**config.mk**
```make
export PLATFORM = sky130hd
export DESIGN_NAME = core_pfm_port
export DESIGN_NICKNAME = d
export VERILOG_FILES = /design/src/rtl/core_pfm_port_pkg.sv /design/src/rtl/pfm_pred_fifo.sv /design/src/rtl/core_pfm_port.sv
export SDC_FILE = /design/constraint.sdc
export NUM_CORES = 1
export LEC_CHECK = 0
export CORE_MARGIN = 8
export CORE_UTILIZATION = 50
export CTS_CLUSTER_DIAMETER = 80
export DETAILED_ROUTE_END_ITERATION = 12
export PLACE_DENSITY_LB_ADDON = 0.3
export RECOVER_POWER = 100
export SYNTH_ARGS = -nofsm -noshare
export SYNTH_HDL_FRONTEND = slang
export SYNTH_SLANG_ARGS = --single-unit
export TNS_END_PERCENT = 30
```
**constraint.sdc**
```tcl
create_clock -name clk -period 3.98 [get_ports clk]
set_input_delay 0.398 -clock clk [delete_from_list [all_inputs] [get_ports clk]]
set_output_delay 0.398 -clock clk [all_outputs]
set_load 0.02 [all_outputs]
```
**src/rtl/core_pfm_port_pkg.sv**
```systemverilog
// Shared core<->pfmonitor record types and constants (the scmem.vh definitions).
package core_pfm_port_pkg;

  localparam int unsigned PFM_DECID_BITS = 9;
  localparam int unsigned PFM_ADDR_BITS  = 48;

  typedef struct packed {
    logic [PFM_DECID_BITS-1:0] decid;
    logic [PFM_ADDR_BITS-1:0]  pc;
    logic                      is_ld;
    logic                      is_st;
  } I_coretopfm_dec_type;

  typedef struct packed {
    logic [PFM_DECID_BITS-1:0] decid;
    logic [PFM_ADDR_BITS-1:0]  ea;
  } I_coretopfm_retire_type;

  typedef struct packed {
    logic [PFM_DECID_BITS-1:0] decid;
    logic [PFM_ADDR_BITS-1:0]  paddr;
  } I_pfmtocore_pred_type;

endpackage

```
**src/rtl/pfm_pred_fifo.sv**
```systemverilog
// Prediction FIFO between pfmonitor and the core prefetch port; no push-to-pop bypass.
module pfm_pred_fifo
  import core_pfm_port_pkg::*;
#(
  parameter int unsigned Depth = 4
) (
  input  logic                 clk_i,
  input  logic                 reset_i,
  input  logic                 push_valid_i,
  input  I_pfmtocore_pred_type push_data_i,
  output logic                 full_o,
  output logic                 pop_valid_o,
  output I_pfmtocore_pred_type pop_data_o,
  input  logic                 pop_retry_i
);

  localparam int unsigned PtrW = $clog2(Depth);
  localparam int unsigned CntW = PtrW + 1;

  logic [PtrW-1:0]      wr_ptr_q, rd_ptr_q;
  logic [CntW-1:0]      cnt_q;
  I_pfmtocore_pred_type mem_q [Depth];
  logic                 empty, push, pop;

  // Full depends only on the stored count, so a same-cycle pop never frees a slot.
  assign full_o      = (cnt_q == CntW'(Depth));
  assign empty       = (cnt_q == '0);
  assign push        = push_valid_i && !full_o;
  assign pop         = !empty && !pop_retry_i;
  assign pop_valid_o = !empty;
  assign pop_data_o  = empty ? '0 : mem_q[rd_ptr_q];

  always_ff @(posedge clk_i) begin
    if (reset_i) begin
      wr_ptr_q <= '0;
      rd_ptr_q <= '0;
      cnt_q    <= '0;
    end else begin
      if (push) wr_ptr_q <= wr_ptr_q + 1'b1;
      if (pop)  rd_ptr_q <= rd_ptr_q + 1'b1;
      if (push && !pop)      cnt_q <= cnt_q + 1'b1;
      else if (pop && !push) cnt_q <= cnt_q - 1'b1;
    end
  end

  always_ff @(posedge clk_i) begin
    if (push) mem_q[wr_ptr_q] <= push_data_i;
  end

endmodule

```
**src/rtl/core_pfm_port.sv**
```systemverilog
// Core-side port to the prefetch monitor: lossy decode/retire records plus prediction FIFO.
// Optional saturating drop counters are built when PFM_DROPCNT_EN is defined.
module core_pfm_port
  import core_pfm_port_pkg::*;
#(
  parameter int unsigned PRED_DEPTH = 4,
  parameter int unsigned DROPW      = 16
) (
  input  logic                         clk,
  input  logic                         reset,
  input  logic                         dec_valid,
  input  logic [PFM_ADDR_BITS-1:0]     dec_pc,
  input  logic                         dec_is_ld,
  input  logic                         dec_is_st,
  output logic [PFM_DECID_BITS-1:0]    dec_id,
  input  logic                         ret_valid,
  input  logic [PFM_DECID_BITS-1:0]    ret_decid,
  input  logic [PFM_ADDR_BITS-1:0]     ret_ea,
  output I_coretopfm_dec_type          coretopfm_dec,
  output logic                         coretopfm_dec_valid,
  input  logic                         coretopfm_dec_retry,
  output I_coretopfm_retire_type       coretopfm_retire,
  output logic                         coretopfm_retire_valid,
  input  logic                         coretopfm_retire_retry,
  input  I_pfmtocore_pred_type         pfmtocore_pred,
  input  logic                         pfmtocore_pred_valid,
  output logic                         pfmtocore_pred_retry,
  output logic [PFM_ADDR_BITS-1:0]     pfreq_paddr,
  output logic                         pfreq_valid,
  input  logic                         pfreq_retry,
  output logic [DROPW-1:0]             dec_drops,
  output logic [DROPW-1:0]             ret_drops
);

  logic [PFM_DECID_BITS-1:0] decid_q, decid_d;
  I_coretopfm_dec_type       dec_rec_q;
  I_coretopfm_retire_type    ret_rec_q;
  logic                      dec_vld_q, ret_vld_q;
  logic                      dec_take, ret_take;
  I_pfmtocore_pred_type      pred_head;
  logic                      unused_pred_decid;

  // The core is never stalled: an event is taken only if the register is free or draining.
  assign dec_take = dec_valid && (!dec_vld_q || !coretopfm_dec_retry);
  assign ret_take = ret_valid && (!ret_vld_q || !coretopfm_retire_retry);
  assign decid_d  = dec_valid ? decid_q + 1'b1 : decid_q;

  always_ff @(posedge clk) begin
    if (reset) begin
      decid_q   <= '0;
      dec_vld_q <= 1'b0;
      ret_vld_q <= 1'b0;
      dec_rec_q <= '0;
      ret_rec_q <= '0;
    end else begin
      decid_q <= decid_d;
      if (dec_take) begin
        dec_vld_q <= 1'b1;
        dec_rec_q <= '{decid: decid_q, pc: dec_pc, is_ld: dec_is_ld, is_st: dec_is_st};
      end else if (!coretopfm_dec_retry) begin
        dec_vld_q <= 1'b0;
      end
      if (ret_take) begin
        ret_vld_q <= 1'b1;
        ret_rec_q <= '{decid: ret_decid, ea: ret_ea};
      end else if (!coretopfm_retire_retry) begin
        ret_vld_q <= 1'b0;
      end
    end
  end

  assign dec_id                 = decid_q;
  assign coretopfm_dec          = dec_rec_q;
  assign coretopfm_dec_valid    = dec_vld_q;
  assign coretopfm_retire       = ret_rec_q;
  assign coretopfm_retire_valid = ret_vld_q;

`ifdef PFM_DROPCNT_EN
  logic [DROPW-1:0] dec_drops_q, ret_drops_q;
  logic             dec_drop, ret_drop;

  assign dec_drop = dec_valid && dec_vld_q && coretopfm_dec_retry;
  assign ret_drop = ret_valid && ret_vld_q && coretopfm_retire_retry;

  always_ff @(posedge clk) begin
    if (reset) begin
      dec_drops_q <= '0;
      ret_drops_q <= '0;
    end else begin
      if (dec_drop && !(&dec_drops_q)) dec_drops_q <= dec_drops_q + 1'b1;
      if (ret_drop && !(&ret_drops_q)) ret_drops_q <= ret_drops_q + 1'b1;
    end
  end

  assign dec_drops = dec_drops_q;
  assign ret_drops = ret_drops_q;
`else
  assign dec_drops = '0;
  assign ret_drops = '0;
`endif

  pfm_pred_fifo #(
    .Depth (PRED_DEPTH)
  ) u_pred_fifo (
    .clk_i        (clk),
    .reset_i      (reset),
    .push_valid_i (pfmtocore_pred_valid),
    .push_data_i  (pfmtocore_pred),
    .full_o       (pfmtocore_pred_retry),
    .pop_valid_o  (pfreq_valid),
    .pop_data_o   (pred_head),
    .pop_retry_i  (pfreq_retry)
  );

  assign pfreq_paddr       = pred_head.paddr;
  assign unused_pred_decid = ^pred_head.decid;

endmodule

```
==> summary.md <==
| Metric | Value |
|---|---|
| Gate Count Post-Synth | `941` |
| Drt pass-1 iters | `4` |
| Met3 GRT Util | `10.06%` |
| Max Clk Rate | `0.2919 GHz` |
| CTS Hold Bufs | `0` |
| Synth top area share | `46.61%` |
| Required @ worst endpoint | `3.58 ns` |
| Final Power | `9329 uW` |
| Fillcell total | `1688` |
| Starting Density | `50.86%` |
| Maxcap violations | `5` |
| Sw power | `2593 uW` |
| Final HPWL DP | `22390 um` |
| Post-synth ARST share | `0%` |
| Clock Skew | `0.01904 ns` |
| Seq/Total Area, Yosys | `68.62%` |
| Reg2reg setup slack | `0.68 ns` |
| GRT Max-Usage Layer | `met2` |
| CTS tree | `yes` |
| Most frequent cells in the layout | `nand2_1, dlygate4sd3_1, edfxtp_1` |
| Vias/cell | `5.053` |
| # rows | `57` |
| Met1 Use GR | `22.86%` |
| Max-slew headroom | `-40.11%` |
| Synth Cell Area | `12370 sq um` |
| Outcome | `complete, but fails checks` |
| Vias in the first global route | `8570` |
| Post-layout min period | `3.426 ns` |
| Startpoint Class | `register` |
| CP bufs+invs | `2` |
| # placed instances | `1565` |
| Area contributors post-synth | `edfxtp_1, dfxtp_1, mux4_2` |
| Final Hold Fails | `0` |
| Dominant cell type by area after synthesis | `edfxtp_1` |
| CTS Buffer Depth | `3` |
| # nets final | `1457` |
| Num CTS Buffers | `35` |
| First-pass GRT wire length | `49310 um` |
| Internal power | `6736 uW` |
| Fin cells | `1627` |
| WL final | `32270 um` |
| GR Util met2 | `35.80%` |
| Antenna violations before repair | `3` |
| RePlAce Congestion | `0.7670` |
| Grt ovf | `0` |
| Port Buffer Count | `339` |
| Largest net degree at the start of global routing | `137` |
| Failing checks | `max-capacitance violations, max-slew violations` |
| Top delay family on crit path | `flip-flops` |
| DIE HEIGHT | `173.3 um` |
| Proportion of layout cells with a drive suffix above 1 | `8.986%` |
| Max VDD drop | `319.3 uV` |
| Worst-Margin Slew | `2.100 ns` |
| Setup TNS | `0 ns` |
| Initial DRC Count | `557` |
| Post-synth EDFFs | `192` |
| Most common cell after layout, fill and taps aside | `nand2_1` |
| Root buffer cell | `clkbuf_16` |
| ANT nets after route | `0` |
| Latest clock arrival within the worst-skew pair | `0.50 ns` |
| H-tree depth | `2` |
| Final setup fails | `0` |
| Crit end category | `output port` |
| Net Sw Frac | `27.79%` |
| Placed Area | `15960 sq um` |
| Power density over the cells | `549.2 nW/um^2` |
| P_leak | `0.006343 uW` |
| Worst Path Max Fanout | `29` |
| Crit path cell chain | `buf_12, mux4_2, nor2b_1, dlygate4sd3_1` |
| Max-slew violations | `134` |
| Clock network fraction of design power | `32.5%` |
| Die W | `173.3 um` |
| Synthesis-stage register bit count | `328` |
| # IOs | `381` |
| Layout Utilization | `69.85%` |
| Via count | `8222` |
| Core area | `24320 sq um` |
| Clock Pin Slew Worst Setup and Hold Paths | `0.06 ns` |
| Seq pwr share | `43.3%` |
| WP data arrival | `3.03 ns` |
| Period Utilization, post-route | `86.08%` |
| Design Area, Final | `16990 sq um` |
| Main synth FF type | `edfxtp_1` |
| Synth Warn # | `0` |
| Crit-path slowest cell | `dfxtp_1` |
| Worst Setup Path Type | `register to output port` |
| WL per Instance | `19.84 um` |
| GRT Resource Usage Total | `20.87%` |
| Comb power frac | `24.2%` |
| RSZ-0062 raised after global routing | `false` |
| Resize count post-CTS | `0` |
| Synthesis-to-layout area growth | `37.34%` |
| Post-synthesis average cell area | `13.14 sq um` |
| DIE AREA | `30030 sq um` |
| Post-route DRC | `0` |
| Synth cell types | `30` |
| Slowest stage delay, CP | `1.04 ns` |
| Clock tree sinks | `328` |
| Hold/Removal Path Class | `input pin to register` |
| # Post-CTS Setup Buffers | `0` |
==> final timing paths <==
path,startpoint,endpoint,cells after the start
setup / recovery,register,pfreq_paddr[27],4
hold / removal,ret_ea[11],coretopfm_retire[11],3
setup reg to reg,u_pred_fifo.cnt_q[0],u_pred_fifo.mem_q[0][27],4
hold reg to reg,coretopfm_retire[18],coretopfm_retire[18],2
==> cells by family (layout without fill, tap and decap cells) <==
logic type / count (synthesis) / count (layout) / synth area share [%]
adder cells (fa/ha/maj): 7 / 7 / 0.7688
AO/OA/AOI/OAI: 139 / 139 / 5.776
flip-flops: 328 / 328 / 68.62
AND/OR/NAND/NOR: 316 / 316 / 11.07
buffers and inverters: 93 / 423 / 4.329
multiplexers: 51 / 51 / 8.982
XOR/XNOR: 6 / 6 / 0.4248
other: 1 / 33 / 0.03032
==> power groups by stage <==
stage / combinational [uW] / sequential, uW / clock [uW]
after floorplan: 1350 / 4120 / 0
after global placement: 2400 / 4110 / 0
after detailed placement: 2420 / 4120 / 0
after CTS: 2430 / 4050 / 3110
after global routing: 2430 / 4080 / 3230
final: 2260 / 4040 / 3030
==> registers in the layout, summed over array words and instances, names as in the netlist, named ones only <==
name and flops:
u_pred_fifo.cnt_q 3, coretopfm_retire 57, coretopfm_dec_valid 1, u_pred_fifo.rd_ptr_q 2, coretopfm_retire_valid 1, u_pred_fifo.mem_q 192, u_pred_fifo.wr_ptr_q 2, coretopfm_dec 59
dec_id 9
==> final cells by class <==
class	count	area, sq um	share of cell area, %
Tap cell	324	405.4	2.386
Timing Repair Buffer	357	3530	20.78
Clock inverter	12	96.34	0.5671
Multi-Input combinational cell	551	3465	20.39
Antenna cell	1	2.502	0.01473
Sequential cell	328	8492	49.99
Clock buffer	49	978.4	5.760
Inverter	5	18.77	0.1105
==> cell usage after synthesis (4+ instances only) <==
cell type / count
a21oi_1: 127
and2_1: 4
buf_1: 4
buf_2: 20
buf_4: 37
clkbuf_1: 24
dfxtp_1: 136
edfxtp_1: 192
ha_1: 6
inv_1: 5
mux4_2: 48
nand2_1: 235
nand4_1: 5
nor2_1: 10
nor2b_1: 48
o21ai_0: 8
or3_1: 8
xor2_1: 5
==> worst reg2reg max path: stages, from the launching register on <==
cell and delay, ns:
dfxtp_1 0.41, nor3b_1 0.12, nor2_1 0.30, and2_0 1.33
clkbuf_1 0.75
==> per-layer routing <==
metal / part of all wire [%] / routed length, um
met5: 0.025 / 8
met4: 1.9 / 603
met3: 11 / 3540
met2: 51 / 16340
met1: 36 / 11780
==> per-stage QoR <==
step / hold slack [ns] / setup WS, ns
2_1_floorplan: 0.4591 / 1.539
3_3_place_gp: 0.4408 / 1.272
3_5_place_dp: 0.4467 / 1.261
4_1_cts: 0.4142 / 0.7128
5_1_grt: 0.4201 / 0.3285
6_report: 0.4352 / 0.5542
Power figures use the tool's default switching activity.
